==> src/rtl/serial_frame_tx_if.sv <==
// Parallel-load / serial-out bus for serial_frame_tx: word and load strobe in,
// serial line and frame status out.
interface serial_frame_tx_if #(
  parameter int unsigned WIDTH = 8
);
  logic [WIDTH-1:0] d;
  logic             ld;
  logic             tx;
  logic             busy;
  logic             done;

  modport master (output d, ld, input tx, busy, done);
  modport slave  (input d, ld, output tx, busy, done);
endinterface

==> src/rtl/serial_frame_tx.sv <==
// Frame transmitter: start bit, WIDTH data bits LSB first, optional even parity
// (compiled in when PARITY_EN is defined), stop bit. All outputs registered.
module serial_frame_tx #(
  parameter int unsigned WIDTH = 8
) (
  input logic              c,
  input logic              re_,
  serial_frame_tx_if.slave bus
);

  localparam int unsigned CntW = $clog2(WIDTH + 1);

`ifdef PARITY_EN
  typedef enum logic [2:0] {StIdle, StStart, StData, StPar, StStop} state_e;
`else
  typedef enum logic [1:0] {StIdle, StStart, StData, StStop} state_e;
`endif

  state_e           state_q;
  logic [WIDTH-1:0] shift_q;
  logic [CntW-1:0]  cnt_q;
  logic             tx_q;
  logic             busy_q;
  logic             done_q;
`ifdef PARITY_EN
  logic             par_q;
`endif

  // Output registers are loaded from the current state, so the line trails the
  // state by one cycle: state IDLE coincides with the stop bit on the line.
  always_ff @(posedge c or negedge re_) begin
    if (!re_) begin
      state_q <= StIdle;
      shift_q <= '0;
      cnt_q   <= '0;
      tx_q    <= 1'b1;
      busy_q  <= 1'b0;
      done_q  <= 1'b0;
`ifdef PARITY_EN
      par_q   <= 1'b0;
`endif
    end else begin
      unique case (state_q)
        StIdle: begin
          tx_q   <= 1'b1;
          busy_q <= 1'b0;
          // busy_q still high here only on the first idle cycle after STOP
          done_q <= busy_q;
          if (bus.ld) begin
            shift_q <= bus.d;
            cnt_q   <= '0;
`ifdef PARITY_EN
            par_q   <= 1'b0;
`endif
            state_q <= StStart;
          end
        end
        StStart: begin
          tx_q    <= 1'b0;
          busy_q  <= 1'b1;
          done_q  <= 1'b0;
          state_q <= StData;
        end
        StData: begin
          tx_q    <= shift_q[0];
          busy_q  <= 1'b1;
          done_q  <= 1'b0;
          shift_q <= shift_q >> 1;
          cnt_q   <= cnt_q + CntW'(1);
`ifdef PARITY_EN
          par_q   <= par_q ^ shift_q[0];
`endif
          if (cnt_q == CntW'(WIDTH - 1)) begin
`ifdef PARITY_EN
            state_q <= StPar;
`else
            state_q <= StStop;
`endif
          end
        end
`ifdef PARITY_EN
        StPar: begin
          tx_q    <= par_q;
          busy_q  <= 1'b1;
          done_q  <= 1'b0;
          state_q <= StStop;
        end
`endif
        StStop: begin
          tx_q    <= 1'b1;
          busy_q  <= 1'b1;
          done_q  <= 1'b0;
          state_q <= StIdle;
        end
        default: begin
          tx_q    <= 1'b1;
          busy_q  <= 1'b0;
          done_q  <= 1'b0;
          state_q <= StIdle;
        end
      endcase
    end
  end

  assign bus.tx   = tx_q;
  assign bus.busy = busy_q;
  assign bus.done = done_q;

endmodule

==> src/flat_wrapper.sv <==
// flat-port wrapper written by rule: the top's interface ports become plain ports
module serial_frame_tx_flat 
#(
  parameter int unsigned WIDTH = 8
)
  (c, re_, bus_d, bus_ld, bus_tx, bus_busy, bus_done);
  serial_frame_tx_if #(.WIDTH(WIDTH)) bus_i ();
  input logic c;
  input logic re_;
  input wire logic [$bits(bus_i.d)-1:0] bus_d;
  input wire logic [$bits(bus_i.ld)-1:0] bus_ld;
  output wire logic [$bits(bus_i.tx)-1:0] bus_tx;
  output wire logic [$bits(bus_i.busy)-1:0] bus_busy;
  output wire logic [$bits(bus_i.done)-1:0] bus_done;
  assign bus_i.d = bus_d;
  assign bus_i.ld = bus_ld;
  assign bus_tx = bus_i.tx;
  assign bus_busy = bus_i.busy;
  assign bus_done = bus_i.done;
  serial_frame_tx #(.WIDTH(WIDTH)) u_core (.c(c), .re_(re_), .bus(bus_i));
endmodule
==> config.mk <==
export PLATFORM = sky130hd
export DESIGN_NAME = serial_frame_tx_flat
export DESIGN_NICKNAME = d
export VERILOG_FILES = /design/src/rtl/serial_frame_tx_if.sv /design/src/rtl/serial_frame_tx.sv /design/src/flat_wrapper.sv
export SDC_FILE = /design/constraint.sdc
export NUM_CORES = 1
export LEC_CHECK = 0
export CORE_MARGIN = 2
export CORE_UTILIZATION = 45
export CTS_BUF_LIST = sky130_fd_sc_hd__clkbuf_4 sky130_fd_sc_hd__clkbuf_8 sky130_fd_sc_hd__clkbuf_16
export CTS_CLUSTER_DIAMETER = 40
export DETAILED_ROUTE_END_ITERATION = 8
export HOLD_SLACK_MARGIN = 0.06
export PLACE_DENSITY_LB_ADDON = 0.2
export REMOVE_ABC_BUFFERS = 1
export SETUP_SLACK_MARGIN = 0.02
export SLEW_MARGIN = 25
export SYNTH_ARGS = -nofsm -noshare
export SYNTH_HDL_FRONTEND = slang
export SYNTH_SLANG_ARGS = --single-unit
==> constraint.sdc <==
create_clock -name c -period 1.49 [get_ports c]
set_input_delay 0.298 -clock c [delete_from_list [all_inputs] [get_ports c]]
set_output_delay 0.298 -clock c [all_outputs]
set_load 0.02 [all_outputs]
Word level (Yosys, flattened, before mapping)
Index checks and enable logic that the tools add are counted.

cells by class
  $add $sub $neg = 1
  equality and inequality tests = 6
  muxes and demuxes = 10
  reduce and logical (&&, ||, !) cells = 6

operators by type and width
  cell                   count
  $pmux W8 S2            1
  $mux W8                1
  $pmux W2 S4            1
  $pmux W4 S2            1
  $add A4 B1 Y4 const B  1
  $eq A2 B2 Y1 const B   2
  $eq A4 B3 Y1 const B   1
  $mux W2                2
  $mux W4                1
  $pmux W1 S2            2
  $reduce_and A2 Y1      2
  $pmux W1 S3            1
  $reduce_or A3 Y1       1
  $eq A2 B1 Y1 const B   1
  $logic_not A2 Y1       1
  $ne A2 B1 Y1 const B   1
  $ne A2 B2 Y1 const B   1
  $reduce_bool A2 Y1     1
  $reduce_or A2 Y1       1

storage, ports and cells
  bits in registers = 17
  input bits = 11
  output and inout port bits = 3
  word-level logic and storage cells = 29

Longest topological paths before layout
Gate-level depths: netlist of run 1.

  depth in word-level cells = 3
  depth in mapped cells = 7

Least setup slack after synthesis of run 1
No wires, ideal clock.

  path type = register to register
  start = reg u_core.state_q[0]
  end = reg u_core.cnt_q[3]
  library setup time = 0.069 ns
  arrival time = 1.412 ns
  required time = 1.421 ns
  path slack = 0.009 ns
  cell stages (with the launch flop) = 7
  cell sequence = dfrtp_1 -> inv_1 -> ha_1 -> buf_4 -> mux2i_1 -> or4b_1 -> nand3_1

on the way
  longest elaborated chain between the ends = 3
  elaborated cells between the ends (all ways) = 6
  those cells by class = eq/ne: 2; mux: 1; reduce/logical: 3

ends and longest elaborated chain
  item                                                                        RTL line               text
  start, declared                                                             serial_frame_tx.sv:19  state_e state_q;
  start signal, assigned                                                      serial_frame_tx.sv:33  state_q <= StIdle;
  start signal, assigned                                                      serial_frame_tx.sv:55  state_q <= StStart;
  start signal, assigned                                                      serial_frame_tx.sv:62  state_q <= StData;
  $eq A2 B2 Y1 / $logic_not A2 Y1 (equally long branches)                     serial_frame_tx.sv:43  unique case (state_q)
  $reduce_bool A2 Y1 (no source line) / $ne A2 B2 Y1 (equally long branches)  --
  $reduce_and A2 Y1 (no source line)                                          --
  end signal, assigned                                                        serial_frame_tx.sv:69  cnt_q <= cnt_q + CntW'(1);
  end, declared                                                               serial_frame_tx.sv:21  logic [CntW-1:0] cnt_q;

Several ways; a longest one is shown, not always the timed one.
A chain may end at the register's enable or synchronous reset.

Worst setup path in the final report of run 1
Ends and elaborated chain as after synthesis.

==> impl_metrics.json, run 1 <==
{
  "synth-edff-count": 0,
  "met2_usage_pct": 30.0,
  "die_w_um": 46.6,
  "fp-row-count": 15,
  "design.core.area_um2": 1710,
  "drive_gt1_share_pct": 20.6,
  "die_y_um": 46.6,
  "crit_path_max_fanout": 3,
  "slew_headroom_pct": 85.4,
  "grt_pass1_wl_mm": 2.44,
  "finalCriticalPeriod_ns": 1.43,
  "fin_crit_sh_pct": 95.7,
  "drt_first_pass_iters": 4,
  "routed_wl_mm": 1.46,
  "synth-seq-area-share_pct": 52.3,
  "synth-seq-cells": 17,
  "antenna_violating_nets_post_route": 0,
  "route.vias.total": 604,
  "syn_inst": 76,
  "max_stage_delay_ns": 0.47,
  "syn_area_um2": 816,
  "rsz0062_at_grt": "yes",
  "total_power_mw": 2.28,
  "synth_largest_area_cell": "dfrtp_1",
  "fin_nets": 114,
  "crit_chain": "inv_2, ha_4, mux2i_4, or4b_1, nand3_1",
  "syn_to_final_growth_pct": 33.1,
  "cts_tree": "built",
  "cts.clk_slew.worst_paths_ns": 0.11,
  "start_kind": "register",
  "async_reset_ff_share_pct": 100,
  "vdd_drop_max_mv": 0.815,
  "skew_ns": 0.0114,
  "post_drt_wl_per_cell_um": 12.0,
  "h-tree-depth": 1,
  "drt_first_iter_violations": 20,
  "drc": 0,
  "cp-startpoint": "u_core.state_q[0]",
  "clockBufferDepth": 2,
  "ys_types": 21,
  "leakagePower_nw": 0.480,
  "setup_ws_ns": 0.0637,
  "maxCapViolCount": 0,
  "fmax_mhz": 701,
  "antenna_cells": 0,
  "p_per_area_nw_per_um2": 2100,
  "synth_ff_type": "dfrtp_1",
  "ios": 14,
  "tightest_slew_ns": 0.219,
  "start_util_pct": 47.8,
  "grt_usage_pct": 16.3,
  "io_buffers": 13,
  "worstHoldPathType": "in -> async",
  "vias_per_cell": 4.95,
  "yosysWarnings": 0,
  "crit_required_ns": 1.73,
  "drv_slew": 0,
  "antenna_found_initial": 0,
  "busiest_layer": "met2",
  "hold_viol_final": 0,
  "grt_max_degree": 21,
  "worst-setup-path-type": "reg -> reg",
  "r2r_start": "u_core.state_q[0]",
  "dpl.hpwl_um": 995,
  "grtUsageMet1_pct": 17.8,
  "numCtsBuffers": 3,
  "met3_usage_pct": 2.35,
  "setup_viol": 0,
  "final_common_cell": "dfrtp_1",
  "final_cell_mix": "16 x dfrtp_1, 13 x nand2_1, 10 x clkdlybuf4s50_1",
  "cts_sinks": 17,
  "synthTopCellsByArea": "dfrtp_1 49%, mux2i_1 9.8%, ha_1 7.7%",
  "gp_congestion": 0.708,
  "insertion_delay_ns": 0.29,
  "synth_top_area_share_pct": 49.1,
  "overflow": 0,
  "status": "finished clean",
  "post-place-ws_ns": -0.0583,
  "grt_pass1_vias": 588,
  "critPathSlowestCell": "or4b_1",
  "end_kind": "register",
  "ctsRootBufferMaster": "clkbuf_4",
  "fp.dieArea_um2": 2170,
  "cp.arrival_ns": 1.66,
  "ctsHoldBuffers": 0,
  "avgSynthCellArea_um2": 10.7
}
==> cells by family after synthesis <==
kind of cell / after synthesis / share of synthesized area (%)
simple gates: 25 / 15.6
flops: 17 / 52.3
compound gates: 13 / 9.20
mux: 9 / 11.2
buf+inv: 7 / 3.99
fa+ha+maj: 5 / 7.67
==> critical path: cells and delay by family (launching register included) <==
kind	cells	cell delay, ns
simple gates	2	0.55
fa+ha+maj	1	0.18
mux	1	0.19
flops	1	0.38
buf+inv	1	0.07
==> timing repair <==
action                                  4_1_cts  5_1_grt
endpoints found under the setup margin       10       14
gates resized for setup                       7        9
cloned                                        0        1
pin swaps                                     0        3
setup buffers                                 1        0
==> where the power goes <==
group	internal (mW)	leakage (nW)	switching, mW	total (mW)
logic	0.608	0.252	0.597	1.20
registers	0.699	0.210	0.126	0.825
clock network	0.0998	0.0177	0.148	0.248
==> layout make-up <==
class,instances,area [um2]
Inverter,3,11.3
Sequential cell,17,427
Clock inverter,1,5.00
Clock buffer,3,22.5
Timing Repair Buffer,21,191
Multi-Input combinational cell,52,398
Tap cell,25,31.3
Fill cell,149,622
==> registers in the layout (all words and copies together), names as in the netlist <==
name             flops
u_core.bus.busy      1
u_core.state_q       2
u_core.bus.done      1
u_core.bus.tx        1
u_core.cnt_q         4
u_core.shift_q       8
==> routing by layer <==
layer  vias up  part of all wire [%]
li1        306                     -
met4         0                  0.82
met2        11                    52
met1       285                    44
met3         2                   3.3
met5         -                     0
==> cells in the mapped netlist, types with 2 or more instances <==
cell	number
o21ai_0	9
nand2b_1	2
nand2_1	13
buf_2	2
nand3b_1	2
ha_1	5
a21oi_1	2
nand3_1	4
dfrtp_1	16
mux2i_1	8
inv_1	3
==> metrics by stage <==
stage / cell area (um2) / cells / setup TNS [ns] / hold slack [ns] / util [%]
global route: 1090 / 122 / 0 / 0.329 / 63.6
global placement: 1000 / 116 / -0.0385 / 0.462 / 58.6
finish: 1090 / 122 / 0 / 0.317 / 63.6
detailed placement: 1000 / 116 / -0.0884 / 0.472 / 58.6
CTS: 1050 / 121 / 0 / 0.320 / 61.3
floorplan: 795 / 72 / -5.70 / 0.00241 / -
==> final timing paths <==
path / end / slack (ns) / depth (start not counted)
max in group asynchronous: u_core.bus.tx / 0.91 / 2
worst max register to register: u_core.cnt_q[3] / 0.06 / 5
worst max-delay path: u_core.cnt_q[3] / 0.06 / 5
worst min register to register: u_core.bus.done / 0.48 / 1
worst min-delay path: u_core.bus.done / 0.32 / 2
min in group c: u_core.bus.done / 0.48 / 1
(Power assumes the default switching activity.)
==> inputs of run 2 (changes only) <==
--- a/config.mk
+++ b/config.mk
@@ -5,8 +5,9 @@
 export SDC_FILE = /design/constraint.sdc
 export NUM_CORES = 1
 export LEC_CHECK = 0
+export CAP_MARGIN = 0
 export CORE_MARGIN = 2
-export CORE_UTILIZATION = 45
+export CORE_UTILIZATION = 50
 export CTS_BUF_LIST = sky130_fd_sc_hd__clkbuf_4 sky130_fd_sc_hd__clkbuf_8 sky130_fd_sc_hd__clkbuf_16
 export CTS_CLUSTER_DIAMETER = 40
 export DETAILED_ROUTE_END_ITERATION = 8
==> constraint.sdc (replaced) <==
create_clock -name c -period 1.4 [get_ports c]
set_input_delay 0.28 -clock c [delete_from_list [all_inputs] [get_ports c]]
set_output_delay 0.28 -clock c [all_outputs]
set_load 0.02 [all_outputs]
==> impl_metrics.json, run 2 (synthesized netlist as in run 1, its figures left out) <==
{
  "clockBufferDepth": 2,
  "h-tree-depth": 1,
  "drc": 0,
  "final_cell_mix": "16 x dfrtp_1, 13 x nand2_1, 10 x clkdlybuf4s50_1",
  "post_drt_wl_per_cell_um": 14.0,
  "antenna_violating_nets_post_route": 0,
  "cts_tree": "built",
  "maxCapViolCount": 0,
  "die_w_um": 44.4,
  "leakagePower_nw": 0.494,
  "end_kind": "register",
  "drive_gt1_share_pct": 25.3,
  "cp.arrival_ns": 1.66,
  "route.met3.wl_um": 90,
  "ios": 14,
  "p_per_area_nw_per_um2": 2310,
  "cts.clk_slew.worst_paths_ns": 0.10,
  "hold_viol_final": 0,
  "skew_ns": 0.00437,
  "finalCriticalPeriod_ns": 1.43,
  "final_common_cell": "dfrtp_1",
  "fin_nets": 116,
  "status": "finished, violations left",
  "crit_path_max_fanout": 3,
  "start_util_pct": 53.5,
  "fin_crit_sh_pct": 102,
  "holdWs_ns": 0.308,
  "routed_wl_mm": 1.61,
  "ctsRootBufferMaster": "clkbuf_4",
  "fp.dieArea_um2": 1970,
  "insertion_delay_ns": 0.29,
  "crit_chain": "inv_2, ha_4, mux2i_4, or4b_1, nand3_1",
  "drv_slew": 0,
  "drt_first_iter_violations": 12,
  "syn_to_final_growth_pct": 34.8,
  "crit_required_ns": 1.63,
  "design.core.area_um2": 1520,
  "worstHoldPathType": "in -> async",
  "start_kind": "register",
  "dr_wl_met2_um": 769,
  "die_y_um": 44.4,
  "final_util_pct": 72.2,
  "grt_max_degree": 18,
  "post-place-ws_ns": -0.146,
  "reg_top3": "u_core.shift_q (8), u_core.cnt_q (4), u_core.state_q (2)",
  "largest_reg_flops": 8,
  "setup_viol": 1,
  "largest-register": "u_core.shift_q",
  "fmax_mhz": 701,
  "grt_usage_pct": 20.5,
  "grt_pass1_vias": 644,
  "setup_ws_ns": -0.0259,
  "drt-met1-wl_um": 741,
  "highest_layer": "met4",
  "tightest_slew_ns": 0.223,
  "antenna_cells": 0,
  "dpl_cell_area_um2": 997,
  "io_buffers": 13,
  "numCtsBuffers": 3,
  "cts_sinks": 17,
  "critPathSlowestCell": "or4b_1",
  "slew_headroom_pct": 85.1,
  "violations": "setup timing",
  "worst-setup-path-type": "reg -> reg",
  "antenna_found_initial": 0,
  "rsz0062_at_grt": "yes",
  "gp_congestion": 0.814,
  "vias_per_cell": 5.52,
  "fp-row-count": 14,
  "vdd_drop_max_mv": 1.10,
  "grt_pass1_wl_mm": 2.86,
  "route.vias.total": 635,
  "design_area_um2": 1100,
  "overflow": 0,
  "max_stage_delay_ns": 0.47,
  "total_power_mw": 2.54,
  "drt_first_pass_iters": 4
}
==> run 2: changes by cell type in the layout (fill, tap and decap cells not counted), sizes merged <==
cell	change
clkbuf	+2
clkdlybuf4s15	-1
buf	+2
clkinv	-1
==> run 2: power by group <==
group          switching [mW]  leakage [nW]  total (mW)  internal [mW]
combinational           0.671         0.265        1.37          0.698
sequential              0.141         0.210       0.886          0.745
clock                   0.153        0.0184       0.283          0.130
total                   0.965         0.494        2.54           1.57
==> run 2: critical path: cells and delay by family, from the launching register on <==
family / cells / cell delay, ns
AND/OR/NAND/NOR: 2 / 0.56
flip-flops: 1 / 0.37
multiplexers: 1 / 0.19
adder cells (fa/ha/maj): 1 / 0.18
buffers and inverters: 1 / 0.08
==> run 2: area by class of cell <==
| cell class | instances | area [um2] |
|---|---|---|
| sequential | 17 | 427 |
| clock buffer | 4 | 30.0 |
| timing repair buffer | 23 | 205 |
| multi-input combinational | 52 | 407 |
| tap | 16 | 20.0 |
| inverter | 3 | 11.3 |
| fill | 122 | 424 |
==> run 2: final timing paths <==
check	from	cells after the start	endpoint	slack [ns]
setup / recovery	u_core.state_q[0]	5	u_core.cnt_q[3]	-0.03
max in group asynchronous	re_	2	u_core.bus.tx	0.84
min in group c	u_core.bus.busy	1	u_core.bus.done	0.49
hold / removal	re_	2	u_core.shift_q[0]	0.31
setup reg to reg	u_core.state_q[0]	5	u_core.cnt_q[3]	-0.03
hold reg to reg	u_core.bus.busy	1	u_core.bus.done	0.49
==> run 2: layer usage <==
layer	GRT usage (%)	up-vias
met4	9.70	0
met2	34.4	26
li1	-	309
met3	5.71	2
met1	24.3	298
met5	0	-
==> run 2: per-stage QoR <==
stage | std cells | setup TNS (ns)
after floorplan | 72 | -6.93
after global placement | 108 | -0.180
after detailed placement | 108 | -0.834
after CTS | 114 | -0.0414
after global routing | 115 | -0.407
final | 115 | -0.0259
==> run 2: what timing repair did <==
item,4_1_cts,5_1_grt
pin swaps,3,0
cloned,1,0
hold buffers,0,0
setup endpoints to repair,16,14
gates resized for setup,16,7
endpoints found under the hold margin,0,0
buffers inserted,1,1
==> inputs of run 3 (changes only) <==
--- a/config.mk
+++ b/config.mk
@@ -7,7 +7,7 @@
 export LEC_CHECK = 0
 export CAP_MARGIN = 0
 export CORE_MARGIN = 2
-export CORE_UTILIZATION = 50
+export CORE_UTILIZATION = 51
 export CTS_BUF_LIST = sky130_fd_sc_hd__clkbuf_4 sky130_fd_sc_hd__clkbuf_8 sky130_fd_sc_hd__clkbuf_16
 export CTS_CLUSTER_DIAMETER = 40
 export DETAILED_ROUTE_END_ITERATION = 8
==> constraint.sdc (replaced) <==
create_clock -name c -period 1.8 [get_ports c]
set_input_delay 0.36 -clock c [delete_from_list [all_inputs] [get_ports c]]
set_output_delay 0.36 -clock c [all_outputs]
set_load 0.02 [all_outputs]
==> impl_metrics.json, run 3 (synthesized netlist as in run 1, its figures left out) <==
{
  "fin_crit_sh_pct": 88.2,
  "cts.repair.resized": 0,
  "vdd_drop_max_mv": 0.878,
  "design_area_um2": 1000,
  "ios": 14,
  "total_power_mw": 1.70,
  "cp.buffers_inverters": 1,
  "reg_top3": "u_core.shift_q (8), u_core.cnt_q (4), u_core.state_q (2)",
  "cts.clk_slew.worst_paths_ns": 0.10,
  "post_drt_wl_per_cell_um": 12.5,
  "cts_tree": "built",
  "rr_worst_depth": 5,
  "design.core.area_um2": 1510,
  "drive_gt1_share_pct": 10.9,
  "fmax_mhz": 630,
  "die_y_um": 44.0,
  "numPlacedInstances": 104,
  "ctsRootBufferMaster": "clkbuf_4",
  "met2_usage_pct": 24.7,
  "cts_sinks": 17,
  "route.vias.total": 572,
  "end_kind": "output pin",
  "leakagePower_nw": 0.460,
  "busiest_layer": "met2",
  "h-tree-depth": 1,
  "rsz0062_at_grt": "no",
  "clockBufferDepth": 2,
  "worst-setup-path-type": "reg -> out",
  "ctsHoldBuffers": 0,
  "fp-row-count": 14,
  "r2r-end": "u_core.cnt_q[3]",
  "syn_to_final_growth_pct": 22.9,
  "final_cells": 108,
  "overflow": 0,
  "numCtsBuffers": 3,
  "max_stage_delay_ns": 0.60,
  "slew_headroom_pct": 75.2,
  "drc": 0,
  "fp.dieArea_um2": 1940,
  "crit_path_max_fanout": 2,
  "tightest_slew_ns": 0.371,
  "grt_usage_pct": 15.9,
  "start_kind": "register",
  "post-cts-setup-buffers": 0,
  "drt_first_pass_iters": 4,
  "gp_congestion": 0.763,
  "finalCriticalPeriod_ns": 1.59,
  "skew_ns": 0.000561,
  "crit_chain": "clkdlybuf4s50_1",
  "largest_reg_flops": 8,
  "final_cell_mix": "16 x dfrtp_1, 13 x nand2_1, 12 x clkdlybuf4s50_1",
  "insertion_delay_ns": 0.28,
  "dpl.hpwl_mm": 1.01,
  "dpl_cell_area_um2": 967,
  "met3_usage_pct": 3.75,
  "crit_required_ns": 1.44,
  "grtUsageMet1_pct": 19.5,
  "routed_wl_mm": 1.35,
  "fin_nets": 109,
  "io_buffers": 13,
  "final_common_cell": "dfrtp_1",
  "worstHoldPathType": "in -> async",
  "r2r_start": "u_core.state_q[0]",
  "reg2reg_slack_ns": 0.23,
  "maxCapViolCount": 0,
  "largest-register": "u_core.shift_q",
  "hold_viol_final": 0,
  "vias_per_cell": 5.30,
  "antenna_found_initial": 0,
  "die_w_um": 44.0,
  "critical_path.top_delay_family": "buffers and inverters",
  "drt_first_iter_violations": 6,
  "grt_max_degree": 21,
  "critPathSlowestCell": "clkdlybuf4s50_1",
  "grt_pass1_wl_mm": 2.21,
  "drv_slew": 0,
  "grt_pass1_vias": 542,
  "antenna_violating_nets_post_route": 0,
  "start_util_pct": 54.2,
  "status": "finished clean",
  "setup_viol": 0,
  "antenna_cells": 0,
  "p_per_area_nw_per_um2": 1700,
  "cp.arrival_ns": 1.23
}
run 3: per-layer routing:
layer | vias to the layer above | routed length (um)
li1 | 293 | -
met1 | 268 | 643
met2 | 11 | 652
met3 | 0 | 50
met4 | 0 | 0
met5 | - | 0
run 3: per-stage QoR:
step | utilization (%) | TNS [ns] | setup WS, ns | hold WS [ns]
CTS | 66.2 | 0 | 0.0218 | 0.355
finish | 66.5 | 0 | 0.212 | 0.345
global placement | 64.2 | 0 | 0.198 | 0.462
detailed placement | 64.2 | 0 | 0.152 | 0.471
floorplan | - | -1.92 | -0.384 | 0.0644
global route | 66.5 | 0 | 0.131 | 0.360
run 3: worst max-delay path by stage:
stage	start	cells past startpoint	slack [ns]	end
after floorplan	u_core.state_q[0]	5	-0.38	u_core.cnt_q[3]
after global placement	bus_ld	4	0.20	u_core.cnt_q[3]
after detailed placement	u_core.state_q[0]	5	0.15	u_core.cnt_q[3]
after CTS	u_core.bus.tx	1	0.02	bus_tx
after global routing	u_core.state_q[0]	5	0.13	u_core.cnt_q[3]
final	u_core.bus.busy	1	0.21	bus_busy
run 3: final cells by class:
class                   instances  area [um2]
multi-input cells              52         359
well taps                      16        20.0
fillers                       128         504
clock buffers                   4        30.0
inverters                       3        11.3
flip-flops and latches         17         427
repair buffers                 16         155
run 3: where the power goes:
part / internal (mW) / leakage, nW / switching (mW) / total (mW)
Sequential: 0.579 / 0.210 / 0.110 / 0.689
Clock: 0.101 / 0.0184 / 0.117 / 0.218
Combinational: 0.379 / 0.231 / 0.417 / 0.796
==> RTL change (settings of run 2) <==
Encoding of `state_e`: now Gray code (2 bits for 4 states).
--- a/src/rtl/serial_frame_tx.sv
+++ b/src/rtl/serial_frame_tx.sv
@@ -15,3 +15,3 @@
 `else
-  typedef enum logic [1:0] {StIdle, StStart, StData, StStop} state_e;
+  typedef enum logic [1:0] {StIdle = 2'b00, StStart = 2'b01, StData = 2'b11, StStop = 2'b10} state_e;
 `endif
Function: same outputs for any inputs over 10 cycles, from zero or initial values; not proved beyond that.
==> RTL change against run 2 <==
- wire length fell by 7.8%
- first-iteration DRC count fell by 50%
- clock skew fell by 0.0031 ns
- hold slack got worse by 0.019 ns
- setup slack improved by 0.079 ns
- critical endpoint is now bus_tx
- cell count rose by 5.2%
- area after synthesis rose by 11%
- total power fell by 12%
- design area fell by 2.8%
- sequential cell count did not move
- combinational power fell by 24%
==> RTL change: results (changes against run 2) <==
| Metric | Value |
|---|---|
| Status | `finished clean` |
| Area Overhead vs Synth | `17.8%` |
| Final hold slack | `0.289 ns (-0.0187 ns)` |
| Wire per inst | `12.3 µm (-12%)` |
| Initial DRC Count | `6 (-6)` |
| Data arrival time of the worst path | `1.07 ns (-0.59 ns)` |
| Pre-CTS setup slack | `0.000810 ns (+0.146 ns)` |
| Drt first pass iters | `3 (-1)` |
| Share of layout cells above drive strength 1 | `26.0% (+0.79 points)` |
| Multiplexer share of the synthesized area | `17.2% (+6.0 points)` |
| Post-CTS Setup Repair Bufs | `0 (-1)` |
| Via density | `5.18 (-6.2%)` |
| Slew margin rel. | `73.4% (-12 points)` |
| Crit-path leading delay family | `flip-flops` |
| First-pass GRT wire length | `2.50 mm (-13%)` |
| # nets final | `109 (-6.0%)` |
| Synth Area in Adders | `1.38% (-6.3 points)` |
| CP max-delay cell | `dfstp_2` |
| Worst VDD drop | `1.06 mV (-3.7%)` |
| Final Instance Count excl. Fillers | `121 (+5.2%)` |
| Skew final | `0.00122 ns (-0.00315 ns)` |
| Worst reg2reg setup slack | `0.17 ns (+0.20 ns)` |
| Cell Area, Placed | `1040 µm² (+4.3%)` |
| Leakage | `0.507 nW (+2.6%)` |
| Vias in the first global route | `556 (-14%)` |
| GRT Overall Usage | `17.1% (-3.4 points)` |
| RePlAce Congestion | `0.656 (-19%)` |
| Syn Area/Cell | `11.1 µm² (+3.1%)` |
| CP max FO | `1 (-2)` |
==> RTL change: routing by layer <==
metal  vias to the layer above  global-route usage (%)  routed length, µm
met5                         -                       0                  0
met4                         0                    12.0                 38
met3                         4                    3.53                 43
met2                        10                    26.1                732
met1                       298                    21.3                673
li1                        315                       -                  -
==> RTL change: area by class of cell <==
class	instances	area share, %
Clock buffer	4	2.81
Inverter	1	0.351
Multi-Input combinational cell	57	39.1
Sequential cell	17	39.9
Tap cell	25	2.93
Timing Repair Buffer	17	14.9
==> RTL change: worst reg2reg max path, cell delays in order (launching register included) <==
cell and delay, ns:
dfrtp_1 0.46, buf_4 0.22, mux2_4 0.32, nand2_1 0.06, o21ai_0 0.07
==> RTL change: path summary, 6_finish.rpt <==
| path | startpoint | to | cells past startpoint |
|---|---|---|---|
| max | u_core.bus.tx | bus_tx | 1 |
| min | re_ | u_core.state_q[0] | 2 |
| max reg2reg | u_core.state_q[0] | u_core.shift_q[1] | 4 |
| min reg2reg | u_core.bus.busy | u_core.bus.done | 2 |
| max in group asynchronous | re_ | u_core.bus.tx | 2 |
| min in group c | u_core.bus.busy | u_core.bus.done | 2 |
==> RTL change: power breakdown <==
group,switching [mW],internal (mW)
sequential,0.209,0.709
clock,0.160,0.130
combinational,0.487,0.548
total,0.856,1.39
==> RTL change: logic make-up (layout without fill, tap and decap cells) <==
group                    after synthesis  after routing
AO/OA/AOI/OAI                         21             21
AND/OR/NAND/NOR                       21             21
buffers and inverters                  8             22
flip-flops                            17             17
multiplexers                          14             14
adder cells (fa/ha/maj)                1              1
